**src/rtl/alu_wb_stage.sv**
```systemverilog
// alu_wb_stage
//   Multi-cycle execute/writeback stage. Accepts one instruction while idle,
//   reads both operands from an external register file, computes the result
//   (single-cycle ALU or 32-cycle iterative multiply) and issues one writeback.
//
// Ports
//   clk, reset        : rising-edge clock, asynchronous active-high reset
//   start             : accept request (ignored while busy)
//   op, rs, rt, rd    : operation code and register indices
//   ra1, ra2          : regfile read addresses (non-zero only in READ)
//   rd1, rd2          : regfile read data, combinational from ra1/ra2
//   we3, wa3, wd3     : regfile write port (active only in WB)
//   busy, done        : busy outside IDLE, done pulses in WB
module alu_wb_stage (
    input  logic        clk,
    input  logic        reset,
    input  logic        start,
    input  logic [2:0]  op,
    input  logic [4:0]  rs,
    input  logic [4:0]  rt,
    input  logic [4:0]  rd,
    output logic [4:0]  ra1,
    output logic [4:0]  ra2,
    input  logic [31:0] rd1,
    input  logic [31:0] rd2,
    output logic        we3,
    output logic [4:0]  wa3,
    output logic [31:0] wd3,
    output logic        busy,
    output logic        done
);

    typedef enum logic [2:0] {
        S_IDLE, S_READ, S_EXEC, S_MUL, S_WB
    } state_t;

    localparam logic [2:0] OP_ADD = 3'b000;
    localparam logic [2:0] OP_SUB = 3'b001;
    localparam logic [2:0] OP_AND = 3'b010;
    localparam logic [2:0] OP_OR  = 3'b011;
    localparam logic [2:0] OP_SLT = 3'b100;
    localparam logic [2:0] OP_MUL = 3'b101;
    localparam logic [2:0] OP_SLL = 3'b110;
    localparam logic [2:0] OP_RSV = 3'b111;

    state_t      state_q, state_d;
    logic [2:0]  op_q, op_d;
    logic [4:0]  rs_q, rs_d, rt_q, rt_d, rd_q, rd_d;
    logic [31:0] a_q, a_d, b_q, b_d, res_q, res_d;
    logic [4:0]  cnt_q, cnt_d;

    logic        busy_q, busy_d, done_q, done_d, we3_q, we3_d;
    logic [4:0]  ra1_q, ra1_d, ra2_q, ra2_d, wa3_q, wa3_d;
    logic [31:0] wd3_q, wd3_d;

    always_comb begin
        state_d = state_q;
        op_d    = op_q;
        rs_d    = rs_q;
        rt_d    = rt_q;
        rd_d    = rd_q;
        a_d     = a_q;
        b_d     = b_q;
        res_d   = res_q;
        cnt_d   = cnt_q;

        case (state_q)
            S_IDLE: begin
                if (start) begin
                    op_d    = op;
                    rs_d    = rs;
                    rt_d    = rt;
                    rd_d    = rd;
                    state_d = S_READ;
                end
            end
            S_READ: begin
                a_d     = rd1;
                b_d     = rd2;
                res_d   = 32'd0;
                cnt_d   = 5'd0;
                state_d = (op_q == OP_MUL) ? S_MUL : S_EXEC;
            end
            S_EXEC: begin
                case (op_q)
                    OP_ADD:  res_d = a_q + b_q;
                    OP_SUB:  res_d = a_q - b_q;
                    OP_AND:  res_d = a_q & b_q;
                    OP_OR:   res_d = a_q | b_q;
                    OP_SLT:  res_d = {31'd0, $signed(a_q) < $signed(b_q)};
                    OP_SLL:  res_d = a_q << b_q[4:0];
                    default: res_d = 32'd0;
                endcase
                state_d = S_WB;
            end
            S_MUL: begin
                // Shift-add: A walks left, B walks right, LSB of B gates the add.
                if (b_q[0]) res_d = res_q + a_q;
                a_d   = a_q << 1;
                b_d   = b_q >> 1;
                cnt_d = cnt_q + 5'd1;
                if (cnt_q == 5'd31) state_d = S_WB;
            end
            S_WB: begin
                state_d = S_IDLE;
            end
            default: begin
                state_d = S_IDLE;
            end
        endcase

        // Outputs are registered, so they are decoded from the next state.
        busy_d = (state_d != S_IDLE);
        ra1_d  = (state_d == S_READ) ? rs_d : 5'd0;
        ra2_d  = (state_d == S_READ) ? rt_d : 5'd0;
        done_d = (state_d == S_WB);
        we3_d  = (state_d == S_WB) && (rd_d != 5'd0) && (op_d != OP_RSV);
        wa3_d  = (state_d == S_WB) ? rd_d  : 5'd0;
        wd3_d  = (state_d == S_WB) ? res_d : 32'd0;
    end

    always_ff @(posedge clk or posedge reset) begin
        if (reset) begin
            state_q <= S_IDLE;
            op_q    <= 3'd0;
            rs_q    <= 5'd0;
            rt_q    <= 5'd0;
            rd_q    <= 5'd0;
            a_q     <= 32'd0;
            b_q     <= 32'd0;
            res_q   <= 32'd0;
            cnt_q   <= 5'd0;
            busy_q  <= 1'b0;
            done_q  <= 1'b0;
            we3_q   <= 1'b0;
            ra1_q   <= 5'd0;
            ra2_q   <= 5'd0;
            wa3_q   <= 5'd0;
            wd3_q   <= 32'd0;
        end else begin
            state_q <= state_d;
            op_q    <= op_d;
            rs_q    <= rs_d;
            rt_q    <= rt_d;
            rd_q    <= rd_d;
            a_q     <= a_d;
            b_q     <= b_d;
            res_q   <= res_d;
            cnt_q   <= cnt_d;
            busy_q  <= busy_d;
            done_q  <= done_d;
            we3_q   <= we3_d;
            ra1_q   <= ra1_d;
            ra2_q   <= ra2_d;
            wa3_q   <= wa3_d;
            wd3_q   <= wd3_d;
        end
    end

    assign busy = busy_q;
    assign done = done_q;
    assign we3  = we3_q;
    assign ra1  = ra1_q;
    assign ra2  = ra2_q;
    assign wa3  = wa3_q;
    assign wd3  = wd3_q;

endmodule

```
**config.mk**
```make
export PLATFORM = sky130hd
export DESIGN_NAME = alu_wb_stage
export DESIGN_NICKNAME = d
export VERILOG_FILES = /design/src/rtl/alu_wb_stage.sv
export SDC_FILE = /design/constraint.sdc
export NUM_CORES = 1
export LEC_CHECK = 0
export CORE_MARGIN = 5
export CORE_UTILIZATION = 30
export DETAILED_ROUTE_END_ITERATION = 10
export HOLD_SLACK_MARGIN = 0.03
export PLACE_DENSITY_LB_ADDON = 0.3
export SYNTH_ARGS = -nofsm -noshare
export SYNTH_HDL_FRONTEND = slang
export SYNTH_SLANG_ARGS = --single-unit
```
**constraint.sdc**
```tcl
create_clock -name clk -period 5.55 [get_ports clk]
set_input_delay 1.11 -clock clk [delete_from_list [all_inputs] [get_ports clk]]
set_output_delay 1.11 -clock clk [all_outputs]
set_load 0.005 [all_outputs]
```
==> impl.org <==
** Worst setup path
- STA classifies the critical path endpoint as a flip-flop.
- The critical path goes through inv_1, ha_1, or2_1, a221oi_2, o221a_4, nor4bb_4, or4_4, a211oi_1, nor3_1, o21a_1, o21ai_1, a21oi_1.
- The worst setup path is of the flip-flop to flip-flop kind.
- Critical path destination :: wd3[25]
- Path depth of the worst reg2reg path :: 12
- In this design, the stage delay of the slowest critical-path cell is 1.00 ns.
- The startpoint identified for the worst register-to-register timing path is b_q[1].
- Reg-to-reg setup timing slack :: 1.31 ns
- Startpoint Class :: flip-flop
- Of all nets on the critical path, the largest fanout is 26.
- For the worst setup path, the data arrival time is 4.58 ns.
- On the critical path, the stage with the largest delay is an instance of sky130_fd_sc_hd__dfrtp_1.
- Data on the critical path is required at its endpoint by 5.89 ns.
- In this run the worst setup path begins at b_q[1].
- R2r endpoint :: wd3[25]

** Power and ir drop
- Overall Power :: 12400 uW
- In this run the power spent charging and discharging nets is 6850 uW.
- Power per standard cell area :: 726 mW/mm^2
- Of the total power, registers draw 19.0%.
- The analysis attributes to cell leakage a power of 0.00760 uW.
- Net switching fraction of the power :: 55.4%
- Clock power frac :: 10.6%
- Worst VDD drop :: 0.274 mV
- Power Internal :: 5510 uW
- The share of total power dissipated in combinational logic is 70.4%.

** Synth
- Top post-synthesis cells by area :: sky130_fd_sc_hd__dfrtp_1, sky130_fd_sc_hd__ha_1, sky130_fd_sc_hd__mux2i_1
- By instance count, the leading cell after synthesis is sky130_fd_sc_hd__nand2_1.
- Yosys warnings :: 0
- Among all flip-flop cells after synthesis, the most frequent one is sky130_fd_sc_hd__dfrtp_1.
- Sequential element share of the synthesized area :: 28.0%
- The biggest area contributor in the post-synthesis netlist is sky130_fd_sc_hd__dfrtp_1.
- List of most frequent post-synthesis cells :: sky130_fd_sc_hd__nand2_1, sky130_fd_sc_hd__dfrtp_1, sky130_fd_sc_hd__o21ai_0
- Mean instance size in the synthesized netlist :: 8.27 sq um
- Counting every instance in the synthesized netlist gives 1751.
- Share of Yosys cell area claimed by the top area cell type :: 28.0%
- Post-synthesis cell area :: 0.0145 sq mm
- Async set-or-reset flop fraction in the synthesized netlist :: 100%
- Post-synthesis sequential element count :: 162
- Count of flip-flops with a built-in enable after synthesis :: 0
- When the netlist entered floorplanning its net count stood at 1972.
- Distinct cells, synth :: 83

** Global routing
- Pin count of the biggest net entering global routing :: 90
- Antenna violations before repair :: 1
- Via count of the first global-routing pass :: 13400
- Global-route total usage across every layer :: 20.7%
- The first global-routing pass estimated 84.7 mm of wire.
- Final global-route overflow total :: 0

** Cells and area
- Multi-input gate area :: 0.00954 sq mm
- P&R area growth vs syn :: 17.5%
- Number of nets in the final layout :: 2052
- The finished cells cover 0.0170 sq mm.
- The number of antenna diodes in the final layout is 0.
- Ratio of cells with drive above 1 in the final layout :: 6.34%
- Post-route insts no fill :: 2459
- Number of filler cells placed in the layout :: 4908
- FF/Latch Area :: 0.00406 sq mm

** Timing
- The count of final max-slew check failures came to 0.
- Time the worst path needs with I/O delays and setup :: 4.24 ns
- For the pin with the worst max-slew slack, the measured transition is 0.985 ns.
- The count of final hold-check violations was 0.
- Dividing the final minimum period by the clock period gives 76.5%.
- Headroom to the max-slew limit :: 32.7%
- Setup violations remaining at the end of the flow were counted as 0.
- Final clock skew :: 0.0169 ns
- After routing, the total negative slack on setup checks comes to 0 ns.
- Setup repair after global routing left no endpoint under its margin.
- Worst path setup slack after routing :: 1.31 ns
- FMAX :: 236 MHz

** Floorplanning
- In this run the core area contains 80 standard-cell rows.
- Starting density of the core :: 30.3%
- Die Outline Area :: 0.0528 sq mm
- In this run the vertical extent of the chip is 230 um.
- Number of placed I/O pins :: 135
- Core Footprint :: 0.0477 sq mm
- Measured along the x axis, the die boundary spans 230 um.

** CTS
- Clock latency on the worst-skew pair :: 0.48 ns
- Clock tree synthesis inserted a total of 17 buffers.
- Post-CTS repair timing setup buffer count :: 0
- Clock tree synthesis found a total of 162 sinks.
- Gates resized, CTS repair :: 0
- Clock tree from TritonCTS :: built
- Clock-pin slew was measured on the worst setup and hold paths at 0.08 ns.
- Hold-fix buffers at CTS :: 0
- The clock tree synthesis step divided the H-tree into 4 levels.
- Root Driver :: sky130_fd_sc_hd__clkbuf_16
- Bufs on Longest Clock Path :: 2

** Routing
- Mean number of vias per cell :: 5.59
- The routed design has 55.7 mm of wire.
- The routed layout has 13700 vias.
- Dividing the detail-routed wire length by the instance count gives 22.7 um.
- In this run, the number of DRC markers left after iteration 0 of detailed routing was 1081.
- Number of detailed-route iterations in the first pass :: 5
- DRC viols :: 0
- Number of routed nets with antenna violations :: 0

** Hold path
- The startpoint identified for the worst hold timing path is rd_q[2].
- The worst hold path belongs to the class flip-flop to flip-flop.

** Placed design
- The placed instances occupy a cell area of 0.0164 sq mm.
- Prior to clock tree synthesis, the placed netlist has a worst setup slack of 1.37 ns.
- Cells after DPL :: 2427
- Port buffering added 134 buffers.
- The congestion estimate from routability-driven global placement came to 0.995.
- Detail Placement HPWL :: 43.9 mm

** Outcome
- The flow ran to the end, and the final reports show no timing, DRC or antenna violations.

** Run
- Count of maximum capacitance violations :: 0
## area by class of cell
cell class              count  area share (%)
flip-flops and latches    162            23.8
well taps                 615            4.52
repair buffers            163            9.16
inverters                 123            2.74
multi-input cells        1364            56.1
clock inverters            14            1.15
clock buffers              18            2.52
## logic make-up after synthesis
| group | share of synthesized area [%] |
|---|---|
| xor+xnor | 3.14 |
| flops | 28.0 |
| mux | 9.58 |
| simple gates | 15.4 |
| compound gates | 25.7 |
| buf+inv | 6.32 |
| fa+ha+maj | 11.9 |
## worst min-delay path by stage
stage	depth (start not counted)	endpoint
2_1_floorplan	1	cnt_q[2]
3_5_place_dp	2	rd_q[1]
6_report	2	rd_q[2]
5_1_grt	2	rd_q[4]
3_3_place_gp	2	rd_q[0]
4_1_cts	2	rd_q[1]
## metrics by stage
step                hold WS [ns]  util [%]
global placement           0.485      34.3
global route               0.542      35.6
detailed placement         0.492      34.3
floorplan                  0.465         -
CTS                        0.510      35.6
finish                     0.506      35.6
## sequential cells by signal (all words and copies together), names as in the netlist
name and cells:
rd_q 5, done 1, b_q 32, wd3 32
state_q 3, we3 1, busy 1, res_q 32
cnt_q 5, op_q 3, ra2 5, a_q 32
wa3 5, ra1 5
## routing by layer
layer | GRT usage (%) | wire length, um | vias up
li1 | - | - | 6450
met1 | 29.4 | 26000 | 6735
met2 | 32.3 | 24900 | 492
met3 | 3.42 | 3400 | 62
met4 | 6.22 | 1430 | 2
met5 | 0 | 13 | -
## power groups by stage
| stage | Combinational [uW] | Clock (uW) | Sequential, uW |
|---|---|---|---|
| 2_1_floorplan | 6020 | 0 | 2000 |
| 3_3_place_gp | 8500 | 0 | 2360 |
| 3_5_place_dp | 8490 | 0 | 2370 |
| 4_1_cts | 8540 | 1350 | 2350 |
| 5_1_grt | 9420 | 1380 | 2420 |
| 6_report | 8690 | 1310 | 2350 |
## cells in the final DEF, fill, tap and decap left out, types with 19 or more instances in the layout
cell type / count
sky130_fd_sc_hd__nand2_1: 183
sky130_fd_sc_hd__o21ai_0: 160
sky130_fd_sc_hd__dfrtp_1: 160
sky130_fd_sc_hd__clkdlybuf4s50_1: 134
sky130_fd_sc_hd__ha_1: 133
sky130_fd_sc_hd__a21oi_1: 125
sky130_fd_sc_hd__nor2_1: 124
sky130_fd_sc_hd__inv_1: 117
sky130_fd_sc_hd__mux2i_1: 106
sky130_fd_sc_hd__xnor2_1: 38
sky130_fd_sc_hd__a21o_1: 37
sky130_fd_sc_hd__and2_1: 35
sky130_fd_sc_hd__buf_4: 29
sky130_fd_sc_hd__nand3_1: 22
sky130_fd_sc_hd__a211oi_1: 21
sky130_fd_sc_hd__nor3_1: 21
sky130_fd_sc_hd__nand2b_1: 20
sky130_fd_sc_hd__a31oi_1: 19
## critical path, delay by kind of cell, from the launching register on
kind            cells  cell delay, ns
compound gates      6            1.44
fa+ha+maj           1            0.36
buf+inv             1            0.27
flops               1            1.00
simple gates        4            1.02
Note: power is estimated with default switching activity, not from simulation.
